**src/rtl/pwm_output_stage.sv**
```systemverilog
// Fixed-frequency PWM stage with complementary output, dead-time blanking and
// period-aligned double-buffered duty updates.
module pwm_output_stage #(
    parameter int CNT_WIDTH = 8,
    parameter int DEADTIME  = 2
) (
    input  logic       clk,
    input  logic       rst_n,
    input  logic [7:0] duty_in,
    input  logic       duty_valid,
    input  logic       enable,
    output logic       pwm_out,
    output logic       pwm_out_n,
    output logic       period_start,
    output logic [7:0] duty_active
);
    localparam logic [CNT_WIDTH-1:0] CNT_MAX = '1;
    localparam int                   RL_W    = 5;
    localparam logic [RL_W-1:0]      RL_SAT  = RL_W'(DEADTIME + 1);
    localparam logic [RL_W-1:0]      DT      = RL_W'(DEADTIME);

    logic [CNT_WIDTH-1:0] cnt;
    logic [CNT_WIDTH-1:0] cmp;
    logic [7:0]           shadow;
    logic                 pending;
    logic [RL_W-1:0]      rl;
    logic [RL_W-1:0]      rl_next;
    logic                 raw;
    logic                 raw_prev;
    logic                 load;

    // While disabled every cycle is a load cycle, so the newest duty is live at enable.
    always_comb begin
        cmp     = CNT_WIDTH'(duty_active) << (CNT_WIDTH - 8);
        raw     = enable && (cnt < cmp);
        load    = !enable || (cnt == CNT_MAX);
        rl_next = '0;
        if (enable) begin
            if (raw != raw_prev)
                rl_next = RL_W'(1);
            else if (rl < RL_SAT)
                rl_next = rl + 1'b1;
            else
                rl_next = rl;
        end
    end

    always_ff @(posedge clk) begin
        if (!rst_n) begin
            cnt          <= '0;
            shadow       <= '0;
            pending      <= 1'b0;
            duty_active  <= '0;
            rl           <= '0;
            raw_prev     <= 1'b0;
            pwm_out      <= 1'b0;
            pwm_out_n    <= 1'b0;
            period_start <= 1'b0;
        end else begin
            cnt <= (enable && (cnt != CNT_MAX)) ? cnt + 1'b1 : '0;

            if (duty_valid)
                shadow <= duty_in;

            // A strobe on the load cycle bypasses the shadow so it is not lost.
            if (load) begin
                if (duty_valid)
                    duty_active <= duty_in;
                else if (pending)
                    duty_active <= shadow;
                pending <= 1'b0;
            end else if (duty_valid) begin
                pending <= 1'b1;
            end

            rl           <= rl_next;
            raw_prev     <= raw;
            pwm_out      <= raw && (rl_next > DT);
            pwm_out_n    <= enable && !raw && (rl_next > DT);
            period_start <= enable && (cnt == '0);
        end
    end
endmodule
```
**config.mk**
```make
export PLATFORM = sky130hd
export DESIGN_NAME = pwm_output_stage
export DESIGN_NICKNAME = d
export VERILOG_FILES = /design/src/rtl/pwm_output_stage.sv
export SDC_FILE = /design/constraint.sdc
export NUM_CORES = 1
export LEC_CHECK = 0
export CORE_ASPECT_RATIO = 0.5
export CORE_MARGIN = 2
export CORE_UTILIZATION = 30
export DETAILED_ROUTE_END_ITERATION = 8
export GPL_TIMING_DRIVEN = 0
export PLACE_DENSITY = 0.61
export REMOVE_ABC_BUFFERS = 1
export SETUP_SLACK_MARGIN = 0.15
export SLEW_MARGIN = 10
export SYNTH_ARGS = -nofsm -noshare
export SYNTH_HDL_FRONTEND = slang
export SYNTH_SLANG_ARGS = --single-unit
```
**constraint.sdc**
```tcl
create_clock -name clk -period 3.96 [get_ports clk]
set_input_delay 0.99 -clock clk [delete_from_list [all_inputs] [get_ports clk]]
set_output_delay 0.99 -clock clk [all_outputs]
set_load 0.05 [all_outputs]
```
# Yosys cells after proc, flatten, opt, wreduce, memory -nomap -nowiden
# Index checks and enable logic that the tools add are counted.
[totals]
ram_bits = 0
ff_bits = 34
elab_cells = 37
latch_bits = 0
rom_bits = 0
memories = 0
output_inout_bits = 11
[classes]
addsub = 2
eq_ne = 3
n_div = 0
shift = 0
magnitude_cmp = 3
n_reduce_logical = 14
mux = 5
n_mul = 0
bitwise = 1
[ops]
columns = ["op", "n"]
rows = [
  ["two-way mux 8 bit", 2],
  ["two-way mux 5 bit", 3],
  ["adder 8 x 1 -> 8 bit (second input constant)", 1],
  ["equality test 8 bit (second input constant)", 1],
  ["zero test 8 bit", 1],
  ["< comparator 8 bit", 1],
  ["inequality test 8 bit (second input constant)", 1],
  ["logical AND 1 bit", 6],
  ["adder 5 x 1 -> 5 bit (second input constant)", 1],
  ["greater-than comparator 5 x 2 -> 1 bit (second input constant)", 1],
  ["< comparator 5 x 2 -> 1 bit (second input constant)", 1],
  ["AND reduction 2 bit", 2],
  ["zero test 1 bit", 2],
  ["nonzero test 2 bit", 1],
  ["OR reduction 2 bit", 1],
  ["logical OR 1 bit", 1],
  ["inequality test 1 bit", 1],
  ["NOT 1 bit", 1],
]

# Logic depth before layout (Yosys ltp)
# Gate-level depths: netlist of run 1.
[depth]
ltp_word = 7
ltp_mapped = 6
ltp_nobuf = 6

# Worst setup path after synthesis of run 1
# OpenSTA, ideal clock, no wires.
[synth_timing]
path_kind = "reg-to-reg"
startpoint = "register duty_active[5]"
endpoint = "register rl[0]"
path_slack_ns = 1.864
path_stages_with_launch = 7
period_less_slack_ns = 2.096
path_buffers = 0
required_time_ns = 3.833
t_arrival_ns = 1.969
path_cell_list = "dfxtp_1 -> inv_1 -> ha_1 -> a211o_1 -> a21oi_1 -> o32ai_1 -> or3_1"
[synth_via]
elab_chain_len = 5
[synth_lines]
columns = ["element", "line_no", "source"]
rows = [
  ["start: declaration", "15", "output logic [7:0] duty_active"],
  ["start signal: assignment", "68", "duty_active <= duty_in;"],
  ["start signal: assignment", "70", "duty_active <= shadow;"],
  ["< comparator 8 bit", "35", "raw = enable && (cnt < cmp);"],
  ["logical AND 1 bit", "35", ""],
  ["inequality test 1 bit", "39", "if (raw != raw_prev)"],
  ["two-way mux 5 bit", "39", ""],
  ["two-way mux 5 bit", "38", "if (enable) begin"],
  ["end signal: assignment", "76", "rl <= rl_next;"],
  ["end: declaration", "26", "logic [RL_W-1:0] rl;"],
]
# Every way passes these cells.
# A chain may end at the register's enable or synchronous reset.

==> results of run 1 <==
-- cell usage in the layout, fill, tap and decap left out, types with 2 or more instances in the layout --
cell type / netlist / routed
nor2b_1: 8 / 8
mux2i_1: 8 / 8
ha_1: 10 / 10
clkdlybuf4s50_1: 0 / 22
or3_1: 3 / 3
nor2_1: 12 / 12
clkbuf_8: 0 / 8
o21ai_0: 2 / 2
inv_1: 14 / 14
nor3_2: 3 / 3
dfxtp_1: 34 / 34
mux2_2: 8 / 8
nand2_1: 6 / 6
o21a_1: 2 / 2
a21oi_1: 4 / 4
o31a_1: 2 / 2
a31oi_1: 5 / 5
xor2_1: 2 / 2
nand3_1: 5 / 5
xnor2_1: 3 / 3
nor3b_1: 3 / 3
nor4_1: 2 / 2
and2_1: 8 / 8
-- worst register-to-register path, stage by stage, from the launching register on --
cell and delay, ns:
dfxtp_1 0.43, ha_1 0.30, a211o_1 0.37, a2111oi_0 0.47
o31a_1 0.22, or3_1 0.10
-- cell type report --
cell class,instances,area [um^2]
fill,529,3339
timing repair buffer,22,220.2
sequential,34,680.7
inverter,14,52.55
tap,73,91.34
clock buffer,8,110.1
multi-input combinational,116,902.1
-- flip-flops by register name (all words and copies together) (netlist names) --
| register | count |
|---|---|
| cnt | 8 |
| duty_active | 8 |
| pending | 1 |
| period_start | 1 |
| pwm_out | 1 |
| pwm_out_n | 1 |
| raw_prev | 1 |
| rl | 5 |
| shadow | 8 |
-- power by group --
| part | leakage [nW] | total [mW] | switching, mW | internal, mW |
|---|---|---|---|---|
| registers | 0.278 | 0.367 | 0.0101 | 0.357 |
| logic | 0.448 | 0.113 | 0.0607 | 0.0524 |
| clock network | 0.0575 | 0.293 | 0.117 | 0.175 |
-- cells by family after synthesis --
group	count (synthesis)	share of synthesized area
buf+inv	18	0.04166
mux	16	0.1030
compound gates	23	0.1114
simple gates	62	0.2295
flops	34	0.4121
fa+ha+maj	10	0.07576
xor+xnor	5	0.02652
-- stage by stage --
stage / util / hold slack (ns) / total power [mW] / std cells
2_1_floorplan: - / 0.4375 / 0.4476 / 164
3_3_place_gp: 0.3608 / 0.4496 / 0.4851 / 259
3_5_place_dp: 0.3608 / 0.4659 / 0.4877 / 259
4_1_cts: 0.3812 / 0.4759 / 0.7832 / 267
5_1_grt: 0.3812 / 0.5019 / 0.8102 / 267
6_report: 0.3812 / 0.4704 / 0.7728 / 267
-- metal layers --
layer  part of all wire  global-route usage  vias to the layer above
met3              0.033             0.03833                        5
met2               0.49              0.1979                       13
met4              0.014             0.04396                        0
met5                  0                   0                        -
li1                   -                   -                      639
met1               0.46              0.1325                      602
-- how the worst min path moves through the flow --
| stage | from | to | slack (ns) | depth (start not counted) |
|---|---|---|---|---|
| after floorplan | rl[4] | rl[4] | 0.44 | 2 |
| after global placement | rl[4] | rl[4] | 0.45 | 2 |
| after detailed placement | rl[4] | rl[4] | 0.47 | 2 |
| after CTS | rl[4] | rl[4] | 0.48 | 2 |
| after global routing | rl[4] | rl[4] | 0.50 | 2 |
| final | rl[4] | rl[4] | 0.47 | 2 |
==> results.md, run 1 <==
* Status: complete, no violations
* FF-to-FF End: rl[0]
* Worst vdd ir at 0.1410 mV
* Bufs and invs on worst path at 1
* P&R area growth vs syn at 24.55%
* Class of the worst hold path: flop to flop
* Drt pass-1 iters at 4
* Horiz. Die Dim at 108.9 um
* Crit Path Max Fanout at 20
* # DRC at 0
* GRT Util Overall at 0.1151
* Number of I/O pins at 23
* Cell Pwr Density at 375.7 mW/mm^2
* Clock Sinks at 34
* CP startpoint: rst_n
* Hpwl dp at 2.380 mm
* DP Area at 0.001947 mm^2
* WL per Instance at 11.88 um
* Drt via density at 4.715
* Critical path class: primary input to flop
* Pin count of the biggest net entering global routing at 21
* CTS Buf Count at 5
* Fmax at 362.3 MHz
* Crit path time final at 2.760 ns
* Synth cell types at 43
* Period utilisation layout at 0.6970
* Die area at 0.006151 mm^2
* Final wirelength at 3.172 mm
* Synth warn at 0
* Worst R2R Start: cnt[5]
* # setup viols final at 0
* CTS H-tree lvls at 2
* Max Cap Viol at 0
* Final ANT Viol Nets at 0
* Sequential share of the synthesized area at 0.4121
* Core area at 0.005396 mm^2
* Final Hold Fails at 0
* Total grt overflow at 0
* Maximum root-to-sink buffer count at 2
* Share of layout cells above drive strength 1 at 0.1392
* CTS Root Buffer Type: clkbuf_8
* Slew headroom at 0.5982
* First DRT Iteration DRCs at 22
* Cts hold-fix bufs at 0
* CP max stage cell: clkdlybuf4s50_1
* Die height at 56.47 um
* DP Worst Slack at 0.8805 ns
* Yosys top cell by area: dfxtp_1
* Cells after synthesis at 168
* Post-synth EDFFs at 0
* Post-synth top cells: dfxtp_1 (34), inv_1 (14), nor2_1 (12)
* Post-route cell area at 0.002057 mm^2
* Worst r2r path cells at 5
* Synth top area share at 0.4121
* Fin Setup TNS at 0 ns
* GP Congestion at 0.8087
* Initial antenna violation count at 0
* Vias in the first global route at 1,234
* LEAKAGE at 0.7827 nW
* Clock transition at the registers of the reported paths at 0.06 ns
* Synth Register Bits at 34
* Synth area leaders: dfxtp_1 (41%), ha_1 (7.6%), mux2_2 (5.5%)
* Required time worst endpoint at 4.17 ns
* Max incr delay on CP at 0.84 ns
* Worst skew pair latency at 0.28 ns
* Final net count at 215
* Crit path DAT at 2.97 ns
* Post-CTS setup buffer count at 0
* Rows at 19
* CP Depth at 5
* Top FF cell, synth: dfxtp_1
* Actual slew at the worst max-slew pin at 0.6008 ns
* Fraction of registers with async set/reset at 0
* Final max-slew violation count at 0
* Clk_skew at 0.003948 ns
* RSZ-0062 raised after global routing: false
* Most common cell in the netlist: dfxtp_1
* Crit path launch type: primary input
* Port bufs at 22
* Synth Cell Area at 0.001652 mm^2
* Crit-path cells: clkdlybuf4s50_1 > nand2_2 > or3_1 > or3_4 > a31oi_1
* Post-CTS Resized at 0
* Starting Density at 0.3061
* Worst reg2reg setup slack at 2.04 ns
* CTS tree: built
* Critical Path Sink: rl[4]
* First-pass GRT wire length at 5.444 mm
* Kind of end point of the critical path: flop
* Post-route setup slack at 1.200 ns
* Antenna Cells at 0
* CP delay by family, top: simple AND/OR/NAND/NOR gates
* DR vias at 1,259
* Syn Area/Cell at 9.831 um^2
(Power assumes the default switching activity.)
==> run 2, diff against run 1 <==
--- a/config.mk
+++ b/config.mk
@@ -10,7 +10,7 @@
 export CORE_UTILIZATION = 30
 export DETAILED_ROUTE_END_ITERATION = 8
 export GPL_TIMING_DRIVEN = 0
-export PLACE_DENSITY = 0.61
+export PLACE_DENSITY = 0.63
 export REMOVE_ABC_BUFFERS = 1
 export SETUP_SLACK_MARGIN = 0.15
 export SLEW_MARGIN = 10
==> constraint.sdc (replaced) <==
create_clock -name clk -period 2.5 [get_ports clk]
set_input_delay 0.625 -clock clk [delete_from_list [all_inputs] [get_ports clk]]
set_output_delay 0.625 -clock clk [all_outputs]
set_load 0.05 [all_outputs]
==> run 2 against run 1 <==
  * Utilization fell by 0.35 points
  * Via count fell by 2.0%
  * Worst hold slack got worse by 0.0076 ns
  * Sequential share of layout area up 0.30 points
  * Clock-buffer cell count decreased by 1
  * Sequential cell count unchanged
  * Clock power increased by 41%
  * Worst setup slack lost 0.88 ns
  * Critical path type unchanged
==> results.md, run 2 (synthesized netlist as in run 1, its figures left out) <==
* Status: complete, no violations
* GP Congestion at 0.8171
* LEAKAGE at 0.7740 nW
* Final ANT Viol Nets at 0
* Worst hold start: rl[4]
* Regs by FF count: cnt: 8 flops, duty_active: 8 flops, shadow: 8 flops
* DR vias at 1,234
* Required time worst endpoint at 2.70 ns
* Pin count of the biggest net entering global routing at 21
* Final wirelength at 3.077 mm
* Drt pass-1 iters at 4
* Actual slew at the worst max-slew pin at 0.6448 ns
* Clk_skew at 0.005029 ns
* CTS Root Buffer Type: clkbuf_8
* P&R area growth vs syn at 23.41%
* Initial antenna violation count at 0
* Final net count at 215
* Worst reg2reg setup slack at 0.60 ns
* Post-CTS Resized at 1
* Crit path time final at 2.183 ns
* Total grt overflow at 0
* Post-CTS setup buffer count at 0
* Max Cap Viol at 0
* Die height at 56.47 um
* Kind of end point of the critical path: flop
* Period utilisation layout at 0.8733
* Critical path class: primary input to flop
* Reg area at 680.7 um^2
* Crit Path Max Fanout at 20
* Share of layout cells above drive strength 1 at 0.1340
* First DRT Iteration DRCs at 30
* Fill cell total of the finished layout at 550
* Worst Hold Endpoint: rl[4]
* FF-to-FF End: rl[0]
* Horiz. Die Dim at 108.9 um
* Final Hold Fails at 0
* Number of I/O pins at 23
* Cts hold-fix bufs at 0
* Final core occ at 0.3777
* Starting Density at 0.3061
* GRT Util Overall at 0.1137
* Final std cells w/o fill at 267
* Final Power at 1.171 mW
* Clock transition at the registers of the reported paths at 0.07 ns
* Rows at 19
* Crit path DAT at 2.39 ns
* Fin Setup TNS at 0 ns
* Crit path launch type: primary input
* Hold WS at 0.4629 ns
* Die area at 0.006151 mm^2
* Maximum root-to-sink buffer count at 2
* Core area at 0.005396 mm^2
* DP Area at 0.001947 mm^2
* CTS tree: built
* # DRC at 0
* DP Worst Slack at -0.2436 ns
* Post-route setup slack at 0.3167 ns
* Post-route cell area at 0.002038 mm^2
* Dpl cells at 259
* Most common cell after layout, fill and taps aside: dfxtp_1
* Drt via density at 4.622
* Vias in the first global route at 1,259
* # setup viols final at 0
* Worst r2r path cells at 5
* WL per Instance at 11.52 um
* Commonest non-fill, non-tap cells in the layout: dfxtp_1 (34), clkdlybuf4s50_1 (21), inv_1 (14), nor2_1 (12), ha_1 (10)
* Worst vdd ir at 0.1619 mV
* Fmax at 458.0 MHz
* Port bufs at 22
* Antenna Cells at 0
* Slew headroom at 0.5701
* Class of the worst hold path: flop to flop
* CTS H-tree lvls at 2
* Final max-slew violation count at 0
* Cell Pwr Density at 574.7 mW/mm^2
* Multi-input gate area at 902.1 um^2
* CTS Buf Count at 5
* Worst skew pair latency at 0.28 ns
* Worst Hold Depth at 2
* Worst R2R Start: cnt[5]
* Hpwl dp at 2.256 mm
* Clock Sinks at 34
* First-pass GRT wire length at 5.430 mm
* RSZ-0062 raised after global routing: false
==> run 2: changes by cell type in the layout (fill, tap and decap cells not counted), sizes merged <==
cell / change
clkinv: +1
clkdlybuf4s50: -1
clkdlybuf4s15: +1
clkbuf: -1
==> run 2: report_power, final <==
group	internal, mW	total (mW)	switching [mW]	leakage (nW)
logic	0.0826	0.177	0.0946	0.448
registers	0.565	0.581	0.0160	0.278
clock network	0.222	0.413	0.191	0.0482
==> run 2: cell type report <==
class,instances,area share
Clock inverter,1,0.002455
Multi-Input combinational cell,116,0.4426
Tap cell,73,0.04481
Sequential cell,34,0.3339
Clock buffer,7,0.04236
Timing Repair Buffer,22,0.1080
Inverter,14,0.02578
==> run 2: worst max path at each step <==
stage / depth (start not counted) / from / slack [ns] / to
after global routing: 5 / rst_n / 0.17 / rl[4]
final: 5 / rst_n / 0.32 / rl[1]
after detailed placement: 5 / rst_n / -0.24 / rl[1]
after CTS: 5 / rst_n / 0.30 / rl[1]
after global placement: 5 / rst_n / -0.19 / rl[1]
after floorplan: 6 / duty_active[5] / 0.40 / rl[0]
==> run 2: layer usage <==
| layer | GRT usage | share of wire | up-vias |
|---|---|---|---|
| met2 | 0.1952 | 0.47 | 13 |
| met5 | 0 | 0 | - |
| met3 | 0.03368 | 0.035 | 4 |
| met1 | 0.1357 | 0.48 | 575 |
| li1 | - | - | 642 |
| met4 | 0.03846 | 0.013 | 0 |
==> run 2: critical path: stages <==
cell,delay (ns)
clkdlybuf4s15_1,0.58
nand2_2,0.27
or3_1,0.40
or3_4,0.35
a31oi_1,0.15
